==> config.mk <==
export PLATFORM = sky130hd
export DESIGN_NAME = reg_file_onehot
export DESIGN_NICKNAME = d
export VERILOG_FILES = /design/src/rtl/reg_file_onehot.sv
export SDC_FILE = /design/constraint.sdc
export NUM_CORES = 1
export LEC_CHECK = 0
export CORE_AREA = 2 2 278 280
export CTS_BUF_LIST = sky130_fd_sc_hd__clkbuf_2
export DETAILED_ROUTE_END_ITERATION = 8
export DIE_AREA = 0 0 280 282
export PLACE_DENSITY = 0.59
export REMOVE_ABC_BUFFERS = 1
export SKIP_LAST_GASP = 1
export SLEW_MARGIN = 15
export SYNTH_ARGS = -nofsm -noshare
export SYNTH_HDL_FRONTEND = slang
export SYNTH_SLANG_ARGS = --single-unit
==> constraint.sdc <==
create_clock -name clk -period 1.56 [get_ports clk]
set_clock_uncertainty 0.2 [all_clocks]
set_input_delay 0.39 -clock clk [delete_from_list [all_inputs] [get_ports clk]]
set_output_delay 0.39 -clock clk [all_outputs]
set_load 0.02 [all_outputs]
==> src/rtl/reg_file_onehot.sv <==
// reg_file_onehot
// 16-entry register file for the F7 datapath. Writes are selected by the
// one-hot destination decoder output. There are two registered read ports
// (rs/rt), and each port sees a write made on the same edge. R0 can be
// hardwired to zero. A sticky flag records any write attempt whose select
// is not one-hot. An 8-bit counter tracks committed writes.
module reg_file_onehot #(
    parameter int WIDTH   = 32,
    parameter int R0_ZERO = 1
) (
    input  logic             clk,
    input  logic             reset,
    input  logic             regWrite,
    input  logic [15:0]      decOut,
    input  logic [WIDTH-1:0] wrData,
    input  logic [3:0]       rdAddr1,
    input  logic [3:0]       rdAddr2,
    output logic [WIDTH-1:0] rdData1,
    output logic [WIDTH-1:0] rdData2,
    output logic             selErr,
    output logic [7:0]       wrCount
);

    logic [WIDTH-1:0] r_regs [16];
    logic [WIDTH-1:0] r_rdData1;
    logic [WIDTH-1:0] r_rdData2;
    logic             r_selErr;
    logic [7:0]       r_wrCount;

    logic             w_oneHot;
    logic [3:0]       w_wrIdx;
    logic             w_r0Blocked;
    logic             w_commit;
    logic             w_selBad;
    logic [WIDTH-1:0] w_rd1Next;
    logic [WIDTH-1:0] w_rd2Next;

    // Decode the write select: confirm it is one-hot and recover the bit index.
    always_comb begin
        w_oneHot = (decOut != 16'h0000) && ((decOut & (decOut - 16'h0001)) == 16'h0000);
        w_wrIdx  = 4'd0;
        for (int i = 0; i < 16; i++) begin
            if (decOut[i]) begin
                w_wrIdx = 4'(i);
            end
        end
    end

    // A write commits only for a well-formed select that is not aimed at a protected R0.
    always_comb begin
        w_r0Blocked = (R0_ZERO != 0) && (w_wrIdx == 4'd0);
        w_commit    = regWrite && w_oneHot && !w_r0Blocked;
        w_selBad    = regWrite && !w_oneHot;
    end

    // Choose the next read data per port: the committing write wins, then the protected R0, then storage.
    always_comb begin
        if (w_commit && (w_wrIdx == rdAddr1)) begin
            w_rd1Next = wrData;
        end else if ((R0_ZERO != 0) && (rdAddr1 == 4'd0)) begin
            w_rd1Next = '0;
        end else begin
            w_rd1Next = r_regs[rdAddr1];
        end

        if (w_commit && (w_wrIdx == rdAddr2)) begin
            w_rd2Next = wrData;
        end else if ((R0_ZERO != 0) && (rdAddr2 == 4'd0)) begin
            w_rd2Next = '0;
        end else begin
            w_rd2Next = r_regs[rdAddr2];
        end
    end

    // Register storage: only committed writes update an entry.
    always_ff @(posedge clk or negedge reset) begin
        if (!reset) begin
            for (int i = 0; i < 16; i++) begin
                r_regs[i] <= '0;
            end
        end else if (w_commit) begin
            r_regs[w_wrIdx] <= wrData;
        end
    end

    // Registered read ports, the sticky select error and the write counter.
    always_ff @(posedge clk or negedge reset) begin
        if (!reset) begin
            r_rdData1 <= '0;
            r_rdData2 <= '0;
            r_selErr  <= 1'b0;
            r_wrCount <= 8'd0;
        end else begin
            r_rdData1 <= w_rd1Next;
            r_rdData2 <= w_rd2Next;
            if (w_selBad) begin
                r_selErr <= 1'b1;
            end
            if (w_commit) begin
                r_wrCount <= r_wrCount + 8'd1;
            end
        end
    end

    assign rdData1 = r_rdData1;
    assign rdData2 = r_rdData2;
    assign selErr  = r_selErr;
    assign wrCount = r_wrCount;

endmodule

* Word level (Yosys, flattened, before mapping)
Index checks and enable logic that the tools add are counted.
Cells by class: add/subtract/negate cells 2, multiply operators 0, div/mod/pow operators 0, $lt $le $gt $ge 4, equality and inequality tests 2, shift-type cells 0, mux-type cells 28, bitwise logic cells 4, reduce and logical (&&, ||, !) cells 14
Operators by type and width (count):
- bitwise mux 512 bit | 1
- 2-to-1 mux 32 bit | 9
- binary-select mux 32 bit (select 4 bit) | 2
- demux 32 bit (select 4 bit) | 1
- 2-to-1 mux 4 bit | 9
- AND 16 bit | 1
- logical NOT 16 bit | 1
- nonzero test 16 bit | 1
- subtractor 16 x 1 -> 16 bit (second input constant) | 1
- greater-or-equal comparator 5 bit (second input constant) | 3
- inverter 4 -> 5 bit | 3
- logical NOT 4 bit | 3
- 2-to-1 mux 3 bit | 3
- adder 8 x 1 -> 8 bit (second input constant) | 1
- equality test 4 bit | 2
- logical AND 1 bit | 7
- < comparator 5 x 1 -> 1 bit (second input constant) | 1
- 2-to-1 mux 2 bit | 2
- logical NOT 1 bit | 2
- 2-to-1 mux 1 bit | 1
Storage, ports and cells: register bits after elaboration 585, latch bits 0, RAM bits 0, memory bits (read-only) 0, input port bits 59, output and inout bits 73, word-level logic and storage cells 74, memories kept 0

* Depth between registers and ports, before layout
word-level depth 21, gate-level depth with buffers 11, depth with buffers taken out 7

* Least setup slack after synthesis
Ideal clock, no wire load.
path type input-to-reg, from in decOut[8], to reg r_regs[193] (netlist bit), library setup time 125 ps, arrival time 2729 ps, data required time 1235 ps, setup slack -1494 ps, stages 11, path buffers 4, cell sequence buf_4 nor4_4 nand4_1 a22oi_1 nand4_1 or2_1 buf_6 or4_4 buf_6 buf_12 mux2_4
Between the ends: longest elaborated chain between the ends 14, elaborated cells between the ends (all ways) 24, classes of those cells add/sub: 1; order compare: 2; mux: 11; bitwise: 2; reduce/logical: 8
RTL lines:
- start, declared | RTL line 14 | input logic [15:0] decOut,
- 2-to-1 mux 4 bit (8 in a row) | RTL line 43 | if (decOut[i]) begin
- inverter 4 -> 5 bit (implied by the code) | RTL line 82 | r_regs[w_wrIdx] <= wrData;
- greater-or-equal comparator 5 bit (implied by the code) or < comparator 5 x 1 -> 1 bit (tied branches) | RTL line 82
- logical AND 1 bit (implied by the code) | RTL line 82
- 2-to-1 mux 32 bit (implied by the code) | RTL line 82
- demux 32 bit (select 4 bit) | RTL line 82
- bitwise mux 512 bit | RTL line 82
- end signal, assigned by index | RTL line 82
- end, declared | RTL line 24 | logic [WIDTH-1:0] r_regs [16];
Parallel ways exist; a longest one is shown, timed or not. A chain may end at the register's enable or synchronous reset.

* Worst setup path in the final report
from reg r_selErr, in the netlist selErr, to out selErr
RTL lines:
- start, declared | RTL line 27 | logic r_selErr;
- start signal, assigned | RTL line 91 | r_selErr <= 1'b0;
- start signal, assigned | RTL line 97 | r_selErr <= 1'b1;
- end, declared | RTL line 20 | output logic selErr,
No word-level cell between the ends.

==> flow_summary.html <==
<table>
<tr><th>Metric</th><th>Value</th></tr>
<tr><th colspan="2">Run status</th></tr>
<tr><td>Outcome</td><td>complete, but fails checks</td></tr>
<tr><td>Violations in the final reports</td><td>negative hold slack, negative setup slack</td></tr>
<tr><th colspan="2">Timing</th></tr>
<tr><td>Tightest hold margin</td><td>-0.285 ns</td></tr>
<tr><td>Count of final hold-check violations</td><td>96</td></tr>
<tr><td>Final count of pins violating max slew</td><td>0</td></tr>
<tr><td>Upper clock frequency limit</td><td>396 MHz</td></tr>
<tr><td>RSZ-0062 raised after global routing</td><td>yes</td></tr>
<tr><td>Transition at the pin with the smallest max-transition slack</td><td>0.889 ns</td></tr>
<tr><td>Final period utilization</td><td>162%</td></tr>
<tr><td>Final-report setup violation count</td><td>1043</td></tr>
<tr><td>Setup TNS</td><td>-288.72 ns</td></tr>
<tr><td>Final Worst Setup Slack</td><td>-0.964 ns</td></tr>
<tr><td>Post-layout min period</td><td>2.52 ns</td></tr>
<tr><td>Relative slew slack</td><td>40.7%</td></tr>
<tr><th colspan="2">Route</th></tr>
<tr><td>Wire length reported by the detailed router</td><td>98000 um</td></tr>
<tr><td>Number of vias in the routed layout</td><td>20640</td></tr>
<tr><td>Length of the first detailed-routing pass in iterations</td><td>7</td></tr>
<tr><td>Final antenna-violating net count</td><td>0</td></tr>
<tr><td>Max Used Layer</td><td>met4</td></tr>
<tr><td>Sum of routed wire segments on met1</td><td>40900 um</td></tr>
<tr><td>Met2 wirelength from detailed routing</td><td>46400 um</td></tr>
<tr><td>Wire length per cell after detailed routing</td><td>27.6 um</td></tr>
<tr><td>Drt first-iter violations</td><td>1455</td></tr>
<tr><td>Via density per instance</td><td>5.81</td></tr>
<tr><td>Final routed DRC violation total</td><td>0</td></tr>
<tr><td>WL met3</td><td>7050 um</td></tr>
<tr><th colspan="2">Logic synthesis</th></tr>
<tr><td>Unique cell type count in the Yosys netlist</td><td>48</td></tr>
<tr><td>Synth warn</td><td>0</td></tr>
<tr><td>Post-synthesis cell count</td><td>1923</td></tr>
<tr><td>Portion of synthesized cell area occupied by the leading cell type</td><td>48.6%</td></tr>
<tr><td>Post-synthesis cell type with the largest combined area</td><td>sky130_fd_sc_hd__dfrtp_1</td></tr>
<tr><td>Netlist area before placement</td><td>30100 um^2</td></tr>
<tr><td>Number of enable flip-flop cells after synthesis</td><td>0</td></tr>
<tr><td>Number of storage elements in the synthesis netlist</td><td>585</td></tr>
<tr><td>Fraction of synthesis flops using an asynchronous set or reset pin</td><td>100%</td></tr>
<tr><td>Share of the yosys chip area belonging to registers</td><td>48.6%</td></tr>
<tr><td>Dominant synthesized flop cell</td><td>sky130_fd_sc_hd__dfrtp_1</td></tr>
<tr><td>Cells taking the most area after synthesis</td><td>sky130_fd_sc_hd__dfrtp_1, sky130_fd_sc_hd__mux4_2, sky130_fd_sc_hd__mux2_2</td></tr>
<tr><td>Mean post-synth cell area</td><td>15.7 um^2</td></tr>
<tr><th colspan="2">CTS</th></tr>
<tr><td>Insertion delay of the later-clocked pin in the worst-skew pair</td><td>1.36 ns</td></tr>
<tr><td>Number of sinks driven by the clock tree</td><td>585</td></tr>
<tr><td>Clk root buf</td><td>sky130_fd_sc_hd__clkbuf_2</td></tr>
<tr><td>Clock buffers created by TritonCTS</td><td>157</td></tr>
<tr><td>Clock tree from TritonCTS</td><td>built</td></tr>
<tr><td>Maximum clock insertion buffer count</td><td>3</td></tr>
<tr><td>H-tree depth</td><td>4</td></tr>
<tr><td>Clock edge transition at the registers on the reported setup and hold paths</td><td>0.10 ns</td></tr>
<tr><th colspan="2">Finish</th></tr>
<tr><td>Leading cell type in the layout, fill and taps excluded</td><td>sky130_fd_sc_hd__dfrtp_1</td></tr>
<tr><td>Number of filler cells placed in the layout</td><td>6057</td></tr>
<tr><td>Number of nets in the layout</td><td>2543</td></tr>
<tr><td>Leading cell types in the layout, fill and taps excluded</td><td>sky130_fd_sc_hd__dfrtp_1, sky130_fd_sc_hd__mux4_2, sky130_fd_sc_hd__mux2_2, sky130_fd_sc_hd__clkbuf_2, sky130_fd_sc_hd__buf_4</td></tr>
<tr><td>Share of post-route cells with drive strength above 1</td><td>63.3%</td></tr>
<tr><td>Area growth syn-to-layout</td><td>35.4%</td></tr>
<tr><td>Cell area after layout</td><td>40800 um^2</td></tr>
<tr><th colspan="2">Worst setup path</th></tr>
<tr><td>Worst endpoint data arrival time</td><td>1.93 ns</td></tr>
<tr><td>Max FO, Critical Path</td><td>2</td></tr>
<tr><td>Kind of critical path</td><td>reg -&gt; out</td></tr>
<tr><td>Kind of end point of the critical path</td><td>primary output</td></tr>
<tr><td>Library cell contributing the largest single delay on the critical path</td><td>sky130_fd_sc_hd__dfrtp_1</td></tr>
<tr><td>Worst EP required</td><td>0.97 ns</td></tr>
<tr><td>Worst setup SP type</td><td>register</td></tr>
<tr><td>Number of buffers and inverters on the critical path</td><td>1</td></tr>
<tr><td>Cell family contributing the most delay on the critical path</td><td>flip-flops</td></tr>
<tr><td>Largest stage delay, worst path</td><td>0.42 ns</td></tr>
<tr><td>CP cell instances</td><td>buf_6</td></tr>
<tr><th colspan="2">GRT</th></tr>
<tr><td>Via count of the first global-routing pass</td><td>21869</td></tr>
<tr><td>Total global-route track usage</td><td>24.3%</td></tr>
<tr><td>First-pass GRT wire length</td><td>140000 um</td></tr>
<tr><td>Pin count of the biggest net entering global routing</td><td>67</td></tr>
<tr><td>Overflow after GRT</td><td>0</td></tr>
<tr><td>Antenna violations before repair</td><td>5</td></tr>
<tr><th colspan="2">Floorplan</th></tr>
<tr><td>Full die area</td><td>79000 um^2</td></tr>
<tr><td>Initial Utilization</td><td>39.8%</td></tr>
<tr><td>CORE AREA</td><td>75700 um^2</td></tr>
<tr><td>Die Height</td><td>282 um</td></tr>
<tr><td>Number of rows created at floorplan</td><td>101</td></tr>
<tr><td>I/O pin count</td><td>132</td></tr>
<tr><td>Horizontal die dimension</td><td>280 um</td></tr>
<tr><th colspan="2">Run</th></tr>
<tr><td>Max cap viols</td><td>0</td></tr>
<tr><th colspan="2">Placed design</th></tr>
<tr><td>Number of buffers added on ports</td><td>131</td></tr>
<tr><td>Final weighted congestion in routability-driven placement</td><td>0.841</td></tr>
<tr><td>Worst setup timing slack at the placement stage</td><td>-2.11 ns</td></tr>
<tr><td>Dpl cell area</td><td>35800 um^2</td></tr>
<tr><td>Detailed Place HPWL</td><td>56500 um</td></tr>
<tr><th colspan="2">Power</th></tr>
<tr><td>Power per cell area</td><td>716 nW/um^2</td></tr>
<tr><td>Total Power</td><td>0.0292 W</td></tr>
<tr><td>Leakage power figure</td><td>19.4 nW</td></tr>
<tr><td>Highest ir drop seen on vdd</td><td>0.000474 V</td></tr>
<tr><th colspan="2">Worst hold path</th></tr>
<tr><td>Hold Path Class</td><td>in -&gt; reg</td></tr>
</table>
[cell families after synthesis]
| logic type | after synthesis | share of synthesized area [%] |
|---|---|---|
| multiplexers | 834 | 43.2 |
| AND/OR/NAND/NOR | 177 | 3.15 |
| buffers and inverters | 250 | 3.49 |
| adder cells (fa/ha/maj) | 1 | 0.0415 |
| XOR/XNOR | 10 | 0.291 |
| flip-flops | 585 | 48.6 |
| AO/OA/AOI/OAI | 66 | 1.26 |
[path summary, 6_finish.rpt]
path / start / end / slack [ns] / cells after the start
worst max-delay path: selErr / selErr / -0.96 / 1
max in group asynchronous: reset / r_regs[492] / -0.38 / 6
worst max register to register: r_regs[16] / rdData1[16] / -0.45 / 4
worst min register to register: r_regs[500] / r_regs[500] / 0.20 / 0
min in group asynchronous: reset / r_regs[118] / 0.56 / 4
worst min-delay path: decOut[11] / r_regs[472] / -0.29 / 7
[registers in the layout, indices dropped and copies added (netlist names)]
| name | flops |
|---|---|
| r_regs | 512 |
| rdData1 | 32 |
| rdData2 | 32 |
| wrCount | 8 |
| selErr | 1 |
[power breakdown]
part | switching (W) | internal (W) | total [W]
clock | 0.00661 | 0.00407 | 0.0107
sequential | 0.0000924 | 0.0153 | 0.0154
combinational | 0.00165 | 0.00152 | 0.00316
total | 0.00836 | 0.0209 | 0.0292
[per-layer routing]
| metal | GRT usage, % | vias to the layer above |
|---|---|---|
| met4 | 9.61 | 0 |
| met2 | 38.4 | 773 |
| met3 | 6.01 | 213 |
| met1 | 32.3 | 11104 |
| met5 | 0 | - |
| li1 | - | 8550 |
[final cells by class]
class	instances	area (um^2)	share of cell area, %
tap	978	1220	3.00
clock buffer	206	1030	2.53
inverter	38	143	0.349
sequential	585	14600	35.9
antenna	3	7.51	0.0184
clock inverter	43	278	0.680
multi-input combinational	1088	15700	38.4
timing repair buffer	613	7820	19.2
[cell usage after synthesis, types with 2 or more instances]
cell type / count
sky130_fd_sc_hd__o311ai_0: 2
sky130_fd_sc_hd__nand3b_1: 3
sky130_fd_sc_hd__buf_6: 4
sky130_fd_sc_hd__mux2_1: 2
sky130_fd_sc_hd__nand3_1: 7
sky130_fd_sc_hd__mux2_2: 417
sky130_fd_sc_hd__nor2_1: 10
sky130_fd_sc_hd__nand2_1: 73
sky130_fd_sc_hd__nor3_1: 12
sky130_fd_sc_hd__nor4_4: 3
sky130_fd_sc_hd__dfrtp_1: 585
sky130_fd_sc_hd__buf_2: 24
sky130_fd_sc_hd__a311o_1: 3
sky130_fd_sc_hd__nor2b_1: 3
sky130_fd_sc_hd__clkbuf_1: 152
sky130_fd_sc_hd__xor2_1: 3
sky130_fd_sc_hd__buf_1: 28
sky130_fd_sc_hd__nand4_1: 8
sky130_fd_sc_hd__o21ai_0: 42
sky130_fd_sc_hd__nand2b_1: 34
sky130_fd_sc_hd__mux2i_1: 65
sky130_fd_sc_hd__or4_1: 4
sky130_fd_sc_hd__and3_1: 5
sky130_fd_sc_hd__xnor2_1: 7
sky130_fd_sc_hd__inv_1: 38
sky130_fd_sc_hd__nor4_1: 7
sky130_fd_sc_hd__mux4_2: 320
sky130_fd_sc_hd__a31oi_1: 5
sky130_fd_sc_hd__a21oi_1: 6
sky130_fd_sc_hd__mux2_4: 30
sky130_fd_sc_hd__buf_12: 3
sky130_fd_sc_hd__or3_1: 2
[what timing repair did]
action | 4_1_cts | 5_1_grt
hold buffers | 64 | 8
setup endpoints to repair | 623 | 691
endpoints found under the hold margin | 1138 | 788
setup buffers | 50 | 40
resized for setup | 638 | 268
gates cloned | 15 | 19
pin swaps | 46 | 35
[metrics by stage]
step           cells  util (%)
2_1_floorplan   1711         -
4_1_cts         3501      51.8
6_report        3554      53.9
3_3_place_gp    3141      47.4
5_1_grt         3553      53.9
3_5_place_dp    3141      47.4
(Power assumes the default switching activity.)
